--- src/rtl/sram_mem_ctrl.sv ---
// MEM-stage controller: one 32-bit load/store becomes two timed half-word
// accesses to a 16-bit asynchronous SRAM. Optional read buffer: SRAM_RD_BUF_EN.
module sram_mem_ctrl #(
    parameter int WAIT_CYCLES = 3,
    parameter int BASE_ADDR   = 1024
) (
    input  logic        clk,
    input  logic        rst,
    input  logic        MEM_R_EN,
    input  logic        MEM_W_EN,
    input  logic [31:0] ALU_result,
    input  logic [31:0] ST_val,
    output logic [31:0] rdata,
    output logic        ready,
    output logic        freeze,
    output logic [17:0] SRAM_ADDR,
    output logic [15:0] SRAM_DQ_out,
    input  logic [15:0] SRAM_DQ_in,
    output logic        SRAM_DQ_oe,
    output logic        SRAM_WE_N,
    output logic        SRAM_OE_N
);

    typedef enum logic [2:0] {
        S_IDLE  = 3'd0,
        S_RD_LO = 3'd1,
        S_RD_HI = 3'd2,
        S_WR_LO = 3'd3,
        S_WR_HI = 3'd4,
        S_DONE  = 3'd5
    } state_t;

    localparam logic [3:0]  LAST_CNT = 4'(WAIT_CYCLES - 1);
    localparam logic [3:0]  HOLD_CNT = 4'(WAIT_CYCLES - 2);
    localparam logic [31:0] BASE32   = 32'(BASE_ADDR);

    state_t      r_state;
    logic [3:0]  r_cnt;
    logic [16:0] r_wa;
    logic [31:0] r_st_val;
    logic [31:0] r_rdata;
    logic        r_ready;
    logic [17:0] r_sram_addr;
    logic [15:0] r_sram_dq_out;
    logic        r_sram_dq_oe;
    logic        r_sram_we_n;
    logic        r_sram_oe_n;

    logic [16:0] w_wa;
    logic        w_hit;

    assign w_wa = 17'((ALU_result - BASE32) >> 2);

`ifdef SRAM_RD_BUF_EN
    logic        r_buf_valid;
    logic [16:0] r_buf_tag;
    logic [31:0] r_buf_data;

    assign w_hit = r_buf_valid && (r_buf_tag == w_wa);
`else
    assign w_hit = 1'b0;
`endif

    // Freeze is combinational so a new request stalls the pipeline in the cycle it appears.
    always_comb begin
        freeze = 1'b0;
        case (r_state)
            S_IDLE:  freeze = (MEM_R_EN | MEM_W_EN) & ~r_ready;
            S_DONE:  freeze = 1'b0;
            default: freeze = 1'b1;
        endcase
    end

    // Access sequencer; every SRAM pin is registered and set up one edge ahead of its phase.
    always_ff @(posedge clk or negedge rst) begin
        if (!rst) begin
            r_state       <= S_IDLE;
            r_cnt         <= 4'd0;
            r_wa          <= 17'd0;
            r_st_val      <= 32'd0;
            r_rdata       <= 32'd0;
            r_ready       <= 1'b0;
            r_sram_addr   <= 18'd0;
            r_sram_dq_out <= 16'd0;
            r_sram_dq_oe  <= 1'b0;
            r_sram_we_n   <= 1'b1;
            r_sram_oe_n   <= 1'b1;
`ifdef SRAM_RD_BUF_EN
            r_buf_valid   <= 1'b0;
            r_buf_tag     <= 17'd0;
            r_buf_data    <= 32'd0;
`endif
        end else begin
            case (r_state)
                S_IDLE: begin
                    r_cnt   <= 4'd0;
                    r_ready <= 1'b0;
                    if (MEM_W_EN) begin
                        r_state       <= S_WR_LO;
                        r_wa          <= w_wa;
                        r_st_val      <= ST_val;
                        r_sram_addr   <= {w_wa, 1'b0};
                        r_sram_dq_out <= ST_val[15:0];
                        r_sram_dq_oe  <= 1'b1;
                        r_sram_we_n   <= 1'b0;
`ifdef SRAM_RD_BUF_EN
                        if (w_hit) begin
                            r_buf_data <= ST_val;
                        end
`endif
                    end else if (MEM_R_EN) begin
                        r_wa <= w_wa;
                        if (w_hit) begin
`ifdef SRAM_RD_BUF_EN
                            r_rdata <= r_buf_data;
`endif
                            r_state <= S_DONE;
                            r_ready <= 1'b1;
                        end else begin
                            r_state     <= S_RD_LO;
                            r_sram_addr <= {w_wa, 1'b0};
                            r_sram_oe_n <= 1'b0;
                        end
                    end else begin
                        r_state <= S_IDLE;
                    end
                end
                S_RD_LO: begin
                    if (r_cnt == LAST_CNT) begin
                        r_rdata[15:0] <= SRAM_DQ_in;
                        r_state       <= S_RD_HI;
                        r_cnt         <= 4'd0;
                        r_sram_addr   <= {r_wa, 1'b1};
                    end else begin
                        r_cnt <= r_cnt + 4'd1;
                    end
                end
                S_RD_HI: begin
                    if (r_cnt == LAST_CNT) begin
                        r_rdata[31:16] <= SRAM_DQ_in;
                        r_state        <= S_DONE;
                        r_cnt          <= 4'd0;
                        r_ready        <= 1'b1;
                        r_sram_oe_n    <= 1'b1;
`ifdef SRAM_RD_BUF_EN
                        r_buf_valid    <= 1'b1;
                        r_buf_tag      <= r_wa;
                        r_buf_data     <= {SRAM_DQ_in, r_rdata[15:0]};
`endif
                    end else begin
                        r_cnt <= r_cnt + 4'd1;
                    end
                end
                S_WR_LO: begin
                    if (r_cnt == LAST_CNT) begin
                        r_state       <= S_WR_HI;
                        r_cnt         <= 4'd0;
                        r_sram_addr   <= {r_wa, 1'b1};
                        r_sram_dq_out <= r_st_val[31:16];
                        r_sram_we_n   <= 1'b0;
                    end else begin
                        r_cnt <= r_cnt + 4'd1;
                        // Release the strobe one cycle early so address/data are held past WE rise.
                        if (r_cnt == HOLD_CNT) begin
                            r_sram_we_n <= 1'b1;
                        end
                    end
                end
                S_WR_HI: begin
                    if (r_cnt == LAST_CNT) begin
                        r_state      <= S_DONE;
                        r_cnt        <= 4'd0;
                        r_ready      <= 1'b1;
                        r_sram_dq_oe <= 1'b0;
                        r_sram_we_n  <= 1'b1;
                    end else begin
                        r_cnt <= r_cnt + 4'd1;
                        if (r_cnt == HOLD_CNT) begin
                            r_sram_we_n <= 1'b1;
                        end
                    end
                end
                S_DONE: begin
                    r_state <= S_IDLE;
                    r_cnt   <= 4'd0;
                    r_ready <= 1'b0;
                end
                default: begin
                    r_state      <= S_IDLE;
                    r_cnt        <= 4'd0;
                    r_ready      <= 1'b0;
                    r_sram_dq_oe <= 1'b0;
                    r_sram_we_n  <= 1'b1;
                    r_sram_oe_n  <= 1'b1;
                end
            endcase
        end
    end

    assign rdata       = r_rdata;
    assign ready       = r_ready;
    assign SRAM_ADDR   = r_sram_addr;
    assign SRAM_DQ_out = r_sram_dq_out;
    assign SRAM_DQ_oe  = r_sram_dq_oe;
    assign SRAM_WE_N   = r_sram_we_n;
    assign SRAM_OE_N   = r_sram_oe_n;

endmodule

--- config.mk ---
export PLATFORM = sky130hd
export DESIGN_NAME = sram_mem_ctrl
export DESIGN_NICKNAME = d
export VERILOG_FILES = /design/src/rtl/sram_mem_ctrl.sv
export SDC_FILE = /design/constraint.sdc
export NUM_CORES = 1
export LEC_CHECK = 0
export CAP_MARGIN = 10
export CORE_MARGIN = 10
export CORE_UTILIZATION = 46
export DETAILED_ROUTE_END_ITERATION = 8
export GPL_TIMING_DRIVEN = 0
export PLACE_DENSITY = 0.77
export SLEW_MARGIN = 15
export SYNTH_ARGS = -nofsm -noshare
export SYNTH_HDL_FRONTEND = slang
export SYNTH_SLANG_ARGS = --single-unit
--- constraint.sdc ---
create_clock -name clk -period 2.3 [get_ports clk]
set_input_delay 0.345 -clock clk [delete_from_list [all_inputs] [get_ports clk]]
set_output_delay 0.345 -clock clk [all_outputs]
set_load 0.005 [all_outputs]
==> impl_metrics.csv <==
group,metric,value,unit
run_status,outcome,"completed",
final_layout,fin_area,6598,um^2
final_layout,multi_input_area,1881,um^2
worst_hold_path,hold_class,"in -> async",
yosys,synth_nets,501,
die,io_pins,155,
die,fp-row-count,37,
clock_tree,cts_tree,"yes",
global_route,overflow,0,
worst_setup_path,crit_required,1.96,ns
final_layout,n_fill_cell,838,
yosys,ys_warn_count,0,
final_layout,drive_gt1_share,16.78,%
worst_setup_path,critPathKind,"reg -> out",
global_route,antenna_found_initial,0,
yosys,ys_ff_latch,110,
global_route,grtUsageMet2,27.19,%
die,dieHeight,121.9,um
timing,tns,0,ns
global_route,grt_most_used_layer,"met2",
clock_tree,clk_path_buf_depth,2,
detailed_routing,viasPerCell,5.018,
die,initial_core_util,46.66,%
timing,rsz0062_at_grt,"false",
timing,worst_pin_slew,0.5800,ns
global_route,use_met1,20.06,%
timing,setup_ws,0.1149,ns
final_layout,area_growth,38.22,%
timing,drv_slew,0,
timing,hold_viol_final,0,
placed_design,pre_cts_slack,-0.7010,ns
global_route,grt_pass1_vias,3732,
timing,max_freq,457.6,MHz
global_route,grt_max_degree,60,
job,maxCapViolCount,0,
clock_tree,clkSinkCount,110,
final_layout,regArea,2755,um^2
timing,fin_crit,2.185,ns
detailed_routing,dr.pass1.iters,5,
yosys,synthTopCellsByArea,"dfrtp_1 57%, mux2_2 9.7%, nand2_1 6.0%",
final_layout,antennaDiodeCount,0,
placed_design,dp.final_hpwl,8959,um
power,ir_worst_vdd,639.1,uV
detailed_routing,first_iter_violations,235,
final_layout,fin_nets,652,
yosys,ys_types,39,
timing,finalCritPeriodShare,95.00,%
global_route,grt_pass1_wl,19310,um
yosys,yosys.area.top_type,"dfrtp_1",
power,power.density,1321,nW/um^2
placed_design,place_congestion,0.7733,
power,p_leak,2.879,nW
clock_tree,cts_buffers,9,
worst_setup_path,arrival,1.84,ns
die,die_w,121.9,um
yosys,syn_area_per_cell,11.47,um^2
worst_setup_path,startpoint_type,"flop",
yosys,syn_area,4773,um^2
placed_design,post_dp_cell_area,6364,um^2
clock_tree,clkTransAtPathRegs,0.10,ns
worst_setup_path,crit_path_max_fanout,6,
detailed_routing,routedWlPerCell,16.81,um
detailed_routing,drc,0,
timing,finalSetupViolations,0,
placed_design,portBuffers,139,
final_layout,final_util,64.49,%
clock_tree,root_buffer,"clkbuf_8",
detailed_routing,wl,11900,um
worst_setup_path,reg2reg_setup_slack,0.16,ns
yosys,synth_top_area_share,56.62,%
detailed_routing,ant_nets,0,
global_route,grtUsageTotal,16.25,%
clock_tree,h-tree-depth,3,
timing,fin_skew,0.006323,ns
die,core-area,10230,um^2
global_route,grtUsageMet3,4.117,%
detailed_routing,num_vias,3553,
yosys,synthCells,416,
timing,relSlewSlack,61.17,%
worst_setup_path,cp-end-kind,"output port",
yosys,synth-seq-area-share,57.72,%
die,die-area,14850,um^2
clock_tree,clkLatencyLatePin,0.37,ns
==> cell type report <==
class	instances	share of cell area, %
repair buffers	142	21.71
inverters	4	0.2276
flip-flops and latches	110	41.76
multi-input cells	277	28.50
clock inverters	5	0.8913
plain buffers	23	2.181
well taps	136	2.579
clock buffers	11	2.143
==> synth_stat cells, drive strengths merged <==
master and number:
nand3 1, xnor2 5, or3 2, inv 4
nand2 77, xor2 7, o21ai 32, ha 1
a21o 1, o32ai 3, or4b 2, nor4 2
or3b 1, a211oi 4, nor3b 5, dfrtp 108
dfstp 2, nor3 6, a31oi 9, nor2b 2
buf 13, nor4b 2, clkbuf 12, mux2 51
mux2i 16, nor2 31, or2 1, nand2b 3
a21oi 13
==> routing by layer <==
| layer | routed length, um | up-vias |
|---|---|---|
| met4 | 155 | 0 |
| met2 | 5793 | 98 |
| li1 | - | 1720 |
| met5 | 0 | - |
| met3 | 764 | 11 |
| met1 | 5186 | 1724 |
==> metrics by stage <==
| step | hold WS (ns) | std cells | power, mW |
|---|---|---|---|
| 2_1_floorplan | 0.04941 | 416 | 5.570 |
| 3_3_place_gp | 0.4573 | 691 | 7.454 |
| 3_5_place_dp | 0.3287 | 692 | 7.616 |
| 4_1_cts | 0.4819 | 708 | 8.835 |
| 5_1_grt | 0.5065 | 708 | 9.399 |
| 6_report | 0.4628 | 708 | 8.716 |
==> worst max-delay path, cell delays in order, from the launching register on <==
cell and delay, ns:
dfrtp_1 0.36, buf_2 0.17, or2_4 0.27, or3_4 0.40, o21ai_2 0.14, clkbuf_2 0.13
==> path summary, 6_finish.rpt <==
kind,from,cells after the start,to
setup / recovery,r_state[1]$_DFFE_PN0P_,5,freeze
hold / removal,rst,2,SRAM_ADDR[13]$_DFFE_PN0P_
setup reg to reg,r_cnt[0]$_DFF_PN0_,6,rdata[6]$_DFFE_PN0P_
hold reg to reg,SRAM_DQ_out[7]$_DFFE_PN0P_,2,SRAM_DQ_out[7]$_DFFE_PN0P_
max in group asynchronous,rst,3,rdata[6]$_DFFE_PN0P_
min in group clk,SRAM_DQ_out[7]$_DFFE_PN0P_,2,SRAM_DQ_out[7]$_DFFE_PN0P_
==> registers in the layout, summed over array words and instances, names as in the netlist <==
signal and flops:
SRAM_OE_N 1, r_st_val 16, SRAM_DQ_out 16, r_wa 17
r_cnt 4, r_state 3, rdata 32, SRAM_WE_N 1
ready 1, SRAM_ADDR 18, SRAM_DQ_oe 1
==> report_power, final <==
group	switching [mW]	internal, mW	leakage, nW	total [mW]
combinational	1.74	2.35	1.47	4.09
clock	0.643	0.534	0.0955	1.18
sequential	0.534	2.91	1.31	3.45
total	2.92	5.80	2.88	8.72
==> cell usage in the layout (no fill, tap or decap), drive strengths merged <==
cell type	n
a211oi	4
nor2b	2
xnor2	5
or2	1
nand2b	3
a21o	1
xor2	7
a31oi	9
bufinv	1
mux2i	16
clkdlybuf4s50	137
dfrtp	108
or3	2
nor4	2
nor4b	2
nor2	31
clkinvlp	2
inv	4
dlygate4sd3	1
buf	14
nand2	77
dfstp	2
a21oi	13
clkbuf	24
or3b	1
nor3b	5
ha	1
mux2	51
clkinv	2
or4b	2
nor3	6
nand3	1
o21ai	32
o32ai	3
==> what timing repair did <==
action | CTS | global route
hold buffers | 1 | 0
hold endpoints to repair | 49 | 0
buffers inserted | 1 | 0
setup endpoints to repair | 15 | 9
gates resized for setup | 7 | 3
pin swaps | 1 | 0
==> kinds of logic (layout without fill, tap and decap cells) <==
kind of cell / after synthesis / in the layout / share of synthesized area [%]
xor+xnor: 12 / 12 / 2.202
mux: 67 / 67 / 16.17
flops: 110 / 110 / 57.72
buf+inv: 29 / 185 / 3.407
simple gates: 135 / 135 / 12.84
compound gates: 62 / 62 / 7.392
fa+ha+maj: 1 / 1 / 0.2621
Note: power is estimated with default switching activity, not from simulation.
